`config.mk`:
```
export PLATFORM = sky130hd
export DESIGN_NAME = display_arbiter_flat
export DESIGN_NICKNAME = d
export VERILOG_FILES = /design/src/rtl/display_arb_pkg.sv /design/src/rtl/display_arbiter_if.sv /design/src/rtl/display_arbiter_rr_pick.sv /design/src/rtl/display_arbiter.sv /design/src/flat_wrapper.sv
export SDC_FILE = /design/constraint.sdc
export NUM_CORES = 1
export LEC_CHECK = 0
export BUFFER_PORTS_ARGS = -buffer_cell sky130_fd_sc_hd__buf_4
export CORE_MARGIN = 2
export CORE_UTILIZATION = 35
export CTS_BUF_LIST = sky130_fd_sc_hd__clkbuf_4
export DETAILED_ROUTE_END_ITERATION = 7
export GPL_ROUTABILITY_DRIVEN = 0
export GPL_TIMING_DRIVEN = 0
export HOLD_SLACK_MARGIN = 0.06
export MAX_ROUTING_LAYER = met4
export PLACE_DENSITY_LB_ADDON = 0.1
export REMOVE_ABC_BUFFERS = 1
export SLEW_MARGIN = 10
export SYNTH_ARGS = -nofsm -noshare
export SYNTH_HDL_FRONTEND = slang
export SYNTH_SLANG_ARGS = --single-unit
```
`constraint.sdc`:
```
create_clock -name CLOCK_50 -period 2.29 [get_ports CLOCK_50]
set_input_delay 0.458 -clock CLOCK_50 [delete_from_list [all_inputs] [get_ports CLOCK_50]]
set_output_delay 0.458 -clock CLOCK_50 [all_outputs]
set_load 0.1 [all_outputs]
```
`src/rtl/display_arb_pkg.sv`:
```
// Shared types and helpers for the display arbiter slice.
// The optional Owner output is enabled by DISPLAY_ARB_OWNER_EN.
package display_arb_pkg;

  localparam int DATA_W = 32;

  typedef enum logic {
    IDLE = 1'b0,
    HOLD = 1'b1
  } arb_state_t;

  // Returns the index of the set bit; callers guarantee at most one bit is set.
  function automatic logic [3:0] onehot_to_idx(input logic [15:0] onehot);
    logic [3:0] idx;
    idx = '0;
    for (int i = 0; i < 16; i++) begin
      if (onehot[i]) idx = idx | 4'(i);
    end
    return idx;
  endfunction

endpackage

```
`src/rtl/display_arbiter_if.sv`:
```
// Request/display bundle between the NoC result ports and the display arbiter.
// DISPLAY_ARB_OWNER_EN adds the Owner index signal.
interface display_arbiter_if #(
  parameter int NREQ = 4
);

  logic [NREQ-1:0]                          Req;
  logic [NREQ*display_arb_pkg::DATA_W-1:0]  ReqData;
  logic                                     Hold;
  logic [NREQ-1:0]                          Ack;
  logic [display_arb_pkg::DATA_W-1:0]       DataOut;
  logic                                     DataValid;
  logic                                     Busy;
`ifdef DISPLAY_ARB_OWNER_EN
  logic [$clog2(NREQ)-1:0]                  Owner;

  modport master (
    output Req, ReqData, Hold,
    input  Ack, DataOut, DataValid, Busy, Owner
  );

  modport slave (
    input  Req, ReqData, Hold,
    output Ack, DataOut, DataValid, Busy, Owner
  );
`else
  modport master (
    output Req, ReqData, Hold,
    input  Ack, DataOut, DataValid, Busy
  );

  modport slave (
    input  Req, ReqData, Hold,
    output Ack, DataOut, DataValid, Busy
  );
`endif

endinterface

```
`src/rtl/display_arbiter_rr_pick.sv`:
```
// rr_pick: combinational round-robin picker; first set request at or above
// ptr wins, wrapping from NREQ-1 back to 0.
module rr_pick #(
  parameter int NREQ = 4
) (
  input  logic [NREQ-1:0]         req,
  input  logic [$clog2(NREQ)-1:0] ptr,
  output logic [NREQ-1:0]         grant_onehot,
  output logic                    any_req
);

  localparam int PTR_W = $clog2(NREQ);

  logic [PTR_W:0]   pos;
  logic [PTR_W-1:0] idx;
  logic             found;

  // Sum is one bit wider so the wrap test never overflows, even at NREQ=16.
  always_comb begin
    grant_onehot = '0;
    found        = 1'b0;
    pos          = '0;
    idx          = '0;
    for (int k = 0; k < NREQ; k++) begin
      pos = {1'b0, ptr} + (PTR_W+1)'(k);
      if (pos >= (PTR_W+1)'(NREQ)) pos = pos - (PTR_W+1)'(NREQ);
      idx = pos[PTR_W-1:0];
      if (!found && req[idx]) begin
        grant_onehot[idx] = 1'b1;
        found             = 1'b1;
      end
    end
  end

  assign any_req = |req;

endmodule

```
`src/rtl/display_arbiter.sv`:
```
// display_arbiter: round-robin owner of the shared 32-bit result display.
// Define DISPLAY_ARB_OWNER_EN to add the Owner index output.
module display_arbiter
  import display_arb_pkg::*;
#(
  parameter int NREQ        = 4,
  parameter int DWELL_COUNT = 25_000_000
) (
  input  logic             CLOCK_50,
  input  logic             HRESETn,
  display_arbiter_if.slave bus
);

  localparam int PTR_W = $clog2(NREQ);
  localparam int CNT_W = (DWELL_COUNT > 1) ? $clog2(DWELL_COUNT) : 1;

  arb_state_t        state;
  arb_state_t        state_nxt;
  logic [PTR_W-1:0]  ptr;
  logic [PTR_W-1:0]  win_idx;
  logic [PTR_W-1:0]  ptr_nxt;
  logic [CNT_W-1:0]  cnt;
  logic [NREQ-1:0]   grant_onehot;
  logic              any_req;
  logic              load;
  logic              cnt_dec;
  logic [DATA_W-1:0] sel_data;

  rr_pick #(
    .NREQ(NREQ)
  ) u_pick (
    .req          (bus.Req),
    .ptr          (ptr),
    .grant_onehot (grant_onehot),
    .any_req      (any_req)
  );

  always_comb begin
    sel_data = '0;
    for (int i = 0; i < NREQ; i++) begin
      sel_data = sel_data | (bus.ReqData[i*DATA_W +: DATA_W] & {DATA_W{grant_onehot[i]}});
    end
  end

  assign win_idx = PTR_W'(onehot_to_idx(16'(grant_onehot)));
  assign ptr_nxt = (win_idx == PTR_W'(NREQ-1)) ? '0 : win_idx + 1'b1;

  // Requests are only looked at in IDLE; HOLD just counts down the dwell.
  always_comb begin
    state_nxt = state;
    load      = 1'b0;
    cnt_dec   = 1'b0;
    unique case (state)
      IDLE: begin
        if (any_req) begin
          load      = 1'b1;
          state_nxt = HOLD;
        end
      end
      HOLD: begin
        if (!bus.Hold) begin
          if (cnt == '0) state_nxt = IDLE;
          else           cnt_dec   = 1'b1;
        end
      end
      default: state_nxt = IDLE;
    endcase
  end

  always_ff @(posedge CLOCK_50 or negedge HRESETn) begin
    if (!HRESETn) state <= IDLE;
    else          state <= state_nxt;
  end

  always_ff @(posedge CLOCK_50 or negedge HRESETn) begin
    if (!HRESETn) begin
      ptr           <= '0;
      bus.DataOut   <= '0;
      bus.DataValid <= 1'b0;
      bus.Ack       <= '0;
      bus.Busy      <= 1'b0;
    end else begin
      bus.Ack  <= '0;
      bus.Busy <= (state_nxt == HOLD);
      if (load) begin
        ptr           <= ptr_nxt;
        bus.DataOut   <= sel_data;
        bus.DataValid <= 1'b1;
        bus.Ack       <= grant_onehot;
      end
    end
  end

  // With a one-cycle dwell the counter never leaves zero.
  generate
    if (DWELL_COUNT == 1) begin : g_cnt_tied
      assign cnt = '0;
    end else begin : g_cnt
      always_ff @(posedge CLOCK_50 or negedge HRESETn) begin
        if (!HRESETn)     cnt <= '0;
        else if (load)    cnt <= CNT_W'(DWELL_COUNT-1);
        else if (cnt_dec) cnt <= cnt - 1'b1;
      end
    end
  endgenerate

`ifdef DISPLAY_ARB_OWNER_EN
  always_ff @(posedge CLOCK_50 or negedge HRESETn) begin
    if (!HRESETn)  bus.Owner <= '0;
    else if (load) bus.Owner <= win_idx;
  end
`endif

endmodule

```
`src/flat_wrapper.sv`:
```
// flat-port wrapper written by rule: the top's interface ports become plain ports
module display_arbiter_flat import display_arb_pkg::*;
#(
  parameter int NREQ        = 4,
  parameter int DWELL_COUNT = 25_000_000
)
  (CLOCK_50, HRESETn, bus_Req, bus_ReqData, bus_Hold, bus_Ack, bus_DataOut, bus_DataValid, bus_Busy);
  display_arbiter_if #(.NREQ(NREQ)) bus_i ();
  input  logic CLOCK_50;
  input  logic HRESETn;
  input wire logic [$bits(bus_i.Req)-1:0] bus_Req;
  input wire logic [$bits(bus_i.ReqData)-1:0] bus_ReqData;
  input wire logic [$bits(bus_i.Hold)-1:0] bus_Hold;
  output wire logic [$bits(bus_i.Ack)-1:0] bus_Ack;
  output wire logic [$bits(bus_i.DataOut)-1:0] bus_DataOut;
  output wire logic [$bits(bus_i.DataValid)-1:0] bus_DataValid;
  output wire logic [$bits(bus_i.Busy)-1:0] bus_Busy;
  assign bus_i.Req = bus_Req;
  assign bus_i.ReqData = bus_ReqData;
  assign bus_i.Hold = bus_Hold;
  assign bus_Ack = bus_i.Ack;
  assign bus_DataOut = bus_i.DataOut;
  assign bus_DataValid = bus_i.DataValid;
  assign bus_Busy = bus_i.Busy;
  display_arbiter #(.NREQ(NREQ), .DWELL_COUNT(DWELL_COUNT)) u_core (.CLOCK_50(CLOCK_50), .HRESETn(HRESETn), .bus(bus_i));
endmodule
```
==> metrics.txt <==
leading area contributor after synthesis dfrtp_1; Crit Path Category reg2reg; vias per inst between 5 and 6; Final Hold Fails 0; CTS tree done; Worst Hold Class in2async; Die H 109 um; Synth Area per Inst a little under 9 sq um; number of global-route vias before repair about 4k; Rel. slew slack between 30% and 40%; final worst path period share 103%; max cap viols 0; post-synthesis sequential area ratio around two fifths; Max VDD drop ~0.00023 V; layout cells sized above 1 48.2%; Layout Utilization 57.8%; element type at the critical path end register; GRT Util Overall between 20 and 30%; top-count cell post-synth nor2_1; CP required between 2 and 3 ns; initial antenna violation count 0; leak pwr around 2.8 nW; Worst EP arrival 2.68 ns; Synth Register Bits 65; Fmax achieved 425 MHz; drt wl/cell ~19 um; CTS Root Cell clkbuf_4; Die ar. approximately 0.012 sq mm; Mapped Cells 444; drt drc 0; First DRT Iteration DRCs around 220; Top FF cell, synth dfrtp_1; startpoint types register; critical path startpoint u_core.ptr[1]$_DFFE_PN0P_; Worst-Skew Late Latency roughly 0.42 ns; Worst Max-Slew Pin Slew approximately 0.94 ns; largest cells by area after synthesis dfrtp_1 (42%), nor2_1 (7.7%), a22oi_1 (6.2%); Tmin final 2.35 ns; # setup viols final 37; IO buf count about 170; global-route wire length before repair around 22000 um; Final ANT Viol Nets 0; antenna cell count 0; top cell type's share of synthesized area a little over two fifths; failing checks setup timing; row count 38; worst setup margin -0.0615 ns; htree depth 3; max-slew violations 0; async set or reset register ratio after synthesis between 90% and 100%; Nets 790; Ys Warns 0; commonest cells in the synthesized netlist nor2_1 (80), dfrtp_1 (65), nand2_1 (62); largest net degree at the start of global routing 66; P per Cell Area 548 mW/mm^2; Final Skew roughly 0.017 ns; DP HPWL ~8700 um; RR Startpoint u_core.ptr[1]$_DFFE_PN0P_; Area Overhead vs Synth 61.0%; Routed WL about 15000 um; Num CTS Buffers 9; mapped cell area 0.00389 sq mm; total grt overflow 0; top fanout value on the critical path 5; # clock sinks 65; DP Area between 0.005 and 0.006 sq mm; Vias 4202; cell area after layout 0.00626 sq mm; Netlist cell types 46; Post-CTS Hold Fix Bufs 0; unrepaired setup endpoints after global routing true; outcome complete, but fails checks; chip width ~110 um; EDFF count, synth 0; num ports between 150 and 200; clock transition at the registers of the reported paths around 0.12 ns; maximum clock path buffer count 2; Core Box Area 0.0108 sq mm; first-pass detailed-route iteration total 6; Initial Util a little over a third
==> area by class of cell <==
type,instances,area (sq um)
tap,140,175
multi-input combinational,352,2610
sequential,65,1630
timing repair buffer,213,1710
clock inverter,6,35.0
inverter,7,26.3
clock buffer,10,75.1
fill,965,4580
==> stage by stage <==
stage	worst slack (ns)	hold WS, ns	setup TNS, ns	power [mW]	std cells
after floorplan	-1.00	0.162	-29.26	2.00	415
after global placement	-2.00	0.455	-74.15	2.37	727
after detailed placement	-1.33	0.458	-52.78	2.41	730
after CTS	-0.0627	0.157	-1.28	3.31	779
after global routing	-0.174	0.170	-4.62	3.60	793
final	-0.0615	0.127	-0.902	3.43	793
==> what timing repair did <==
action / 4_1_cts / 5_1_grt
pin swaps: 47 / 22
gates cloned: 5 / 4
setup endpoints to repair: 61 / 60
setup buffers: 29 / 10
resized for setup: 48 / 50
==> kinds of logic after synthesis <==
| logic type | count (synthesis) | share of synthesized area, % |
|---|---|---|
| xor+xnor | 13 | 2.93 |
| simple gates | 189 | 22.5 |
| fa+ha+maj | 7 | 2.25 |
| buf+inv | 36 | 4.21 |
| compound gates | 127 | 23.2 |
| mux | 7 | 3.09 |
| flops | 65 | 41.8 |
==> final timing paths <==
| kind | endpoint | slack [ns] | depth (start not counted) |
|---|---|---|---|
| max reg2reg | u_core.ptr[1]$_DFFE_PN0P_ | -0.06 | 10 |
| min in group CLOCK_50 | u_core.bus.DataOut[9]$_DFFE_PN0P_ | 0.28 | 3 |
| max | u_core.ptr[1]$_DFFE_PN0P_ | -0.06 | 10 |
| min | u_core.bus.DataValid$_DFFE_PN0P_ | 0.13 | 1 |
| min reg2reg | u_core.cnt[7]$_DFFE_PN0P_ | 0.47 | 1 |
| max in group asynchronous | u_core.ptr[1]$_DFFE_PN0P_ | 1.55 | 1 |
==> worst max-delay path: stages, from the launching register on <==
cell and delay (ns):
dfrtp_2 0.43, inv_2 0.06, ha_4 0.27, mux4_2 0.31, buf_4 0.15, nand2_1 0.08, nor2_2 0.10, a211o_4 0.36
buf_6 0.14, xor2_1 0.13, o31ai_1 0.21
==> routing by layer <==
layer | GRT usage, % | part of all wire [%]
met5 | - | 0
met2 | 40.8 | 49
met3 | 6.82 | 8.5
met4 | 6.60 | 1.5
met1 | 31.9 | 41
==> sequential cells by signal, summed over array words and instances, names as in the netlist <==
register,count
u_core.bus.DataOut,32
u_core.state,1
u_core.ptr,2
u_core.bus.Ack,4
u_core.cnt,25
u_core.bus.DataValid,1
==> power breakdown <==
group | internal [mW] | switching (mW) | leakage [nW]
logic | 0.605 | 0.803 | 1.94
registers | 1.25 | 0.0915 | 0.805
clock network | 0.228 | 0.454 | 0.0636
==> placed cells by master (no fill, tap or decap), types with 8 or more instances in the layout <==
master and instances:
xor2_1 10, a22oi_2 24, buf_4 194, clkbuf_4 10, dfrtp_1 62, o21a_1 32, nand2_1 62, a22oi_1 8
buf_6 14, nor2_1 75, a31oi_1 35, a211o_4 11
No activity file was read; power rests on OpenSTA's default activity.
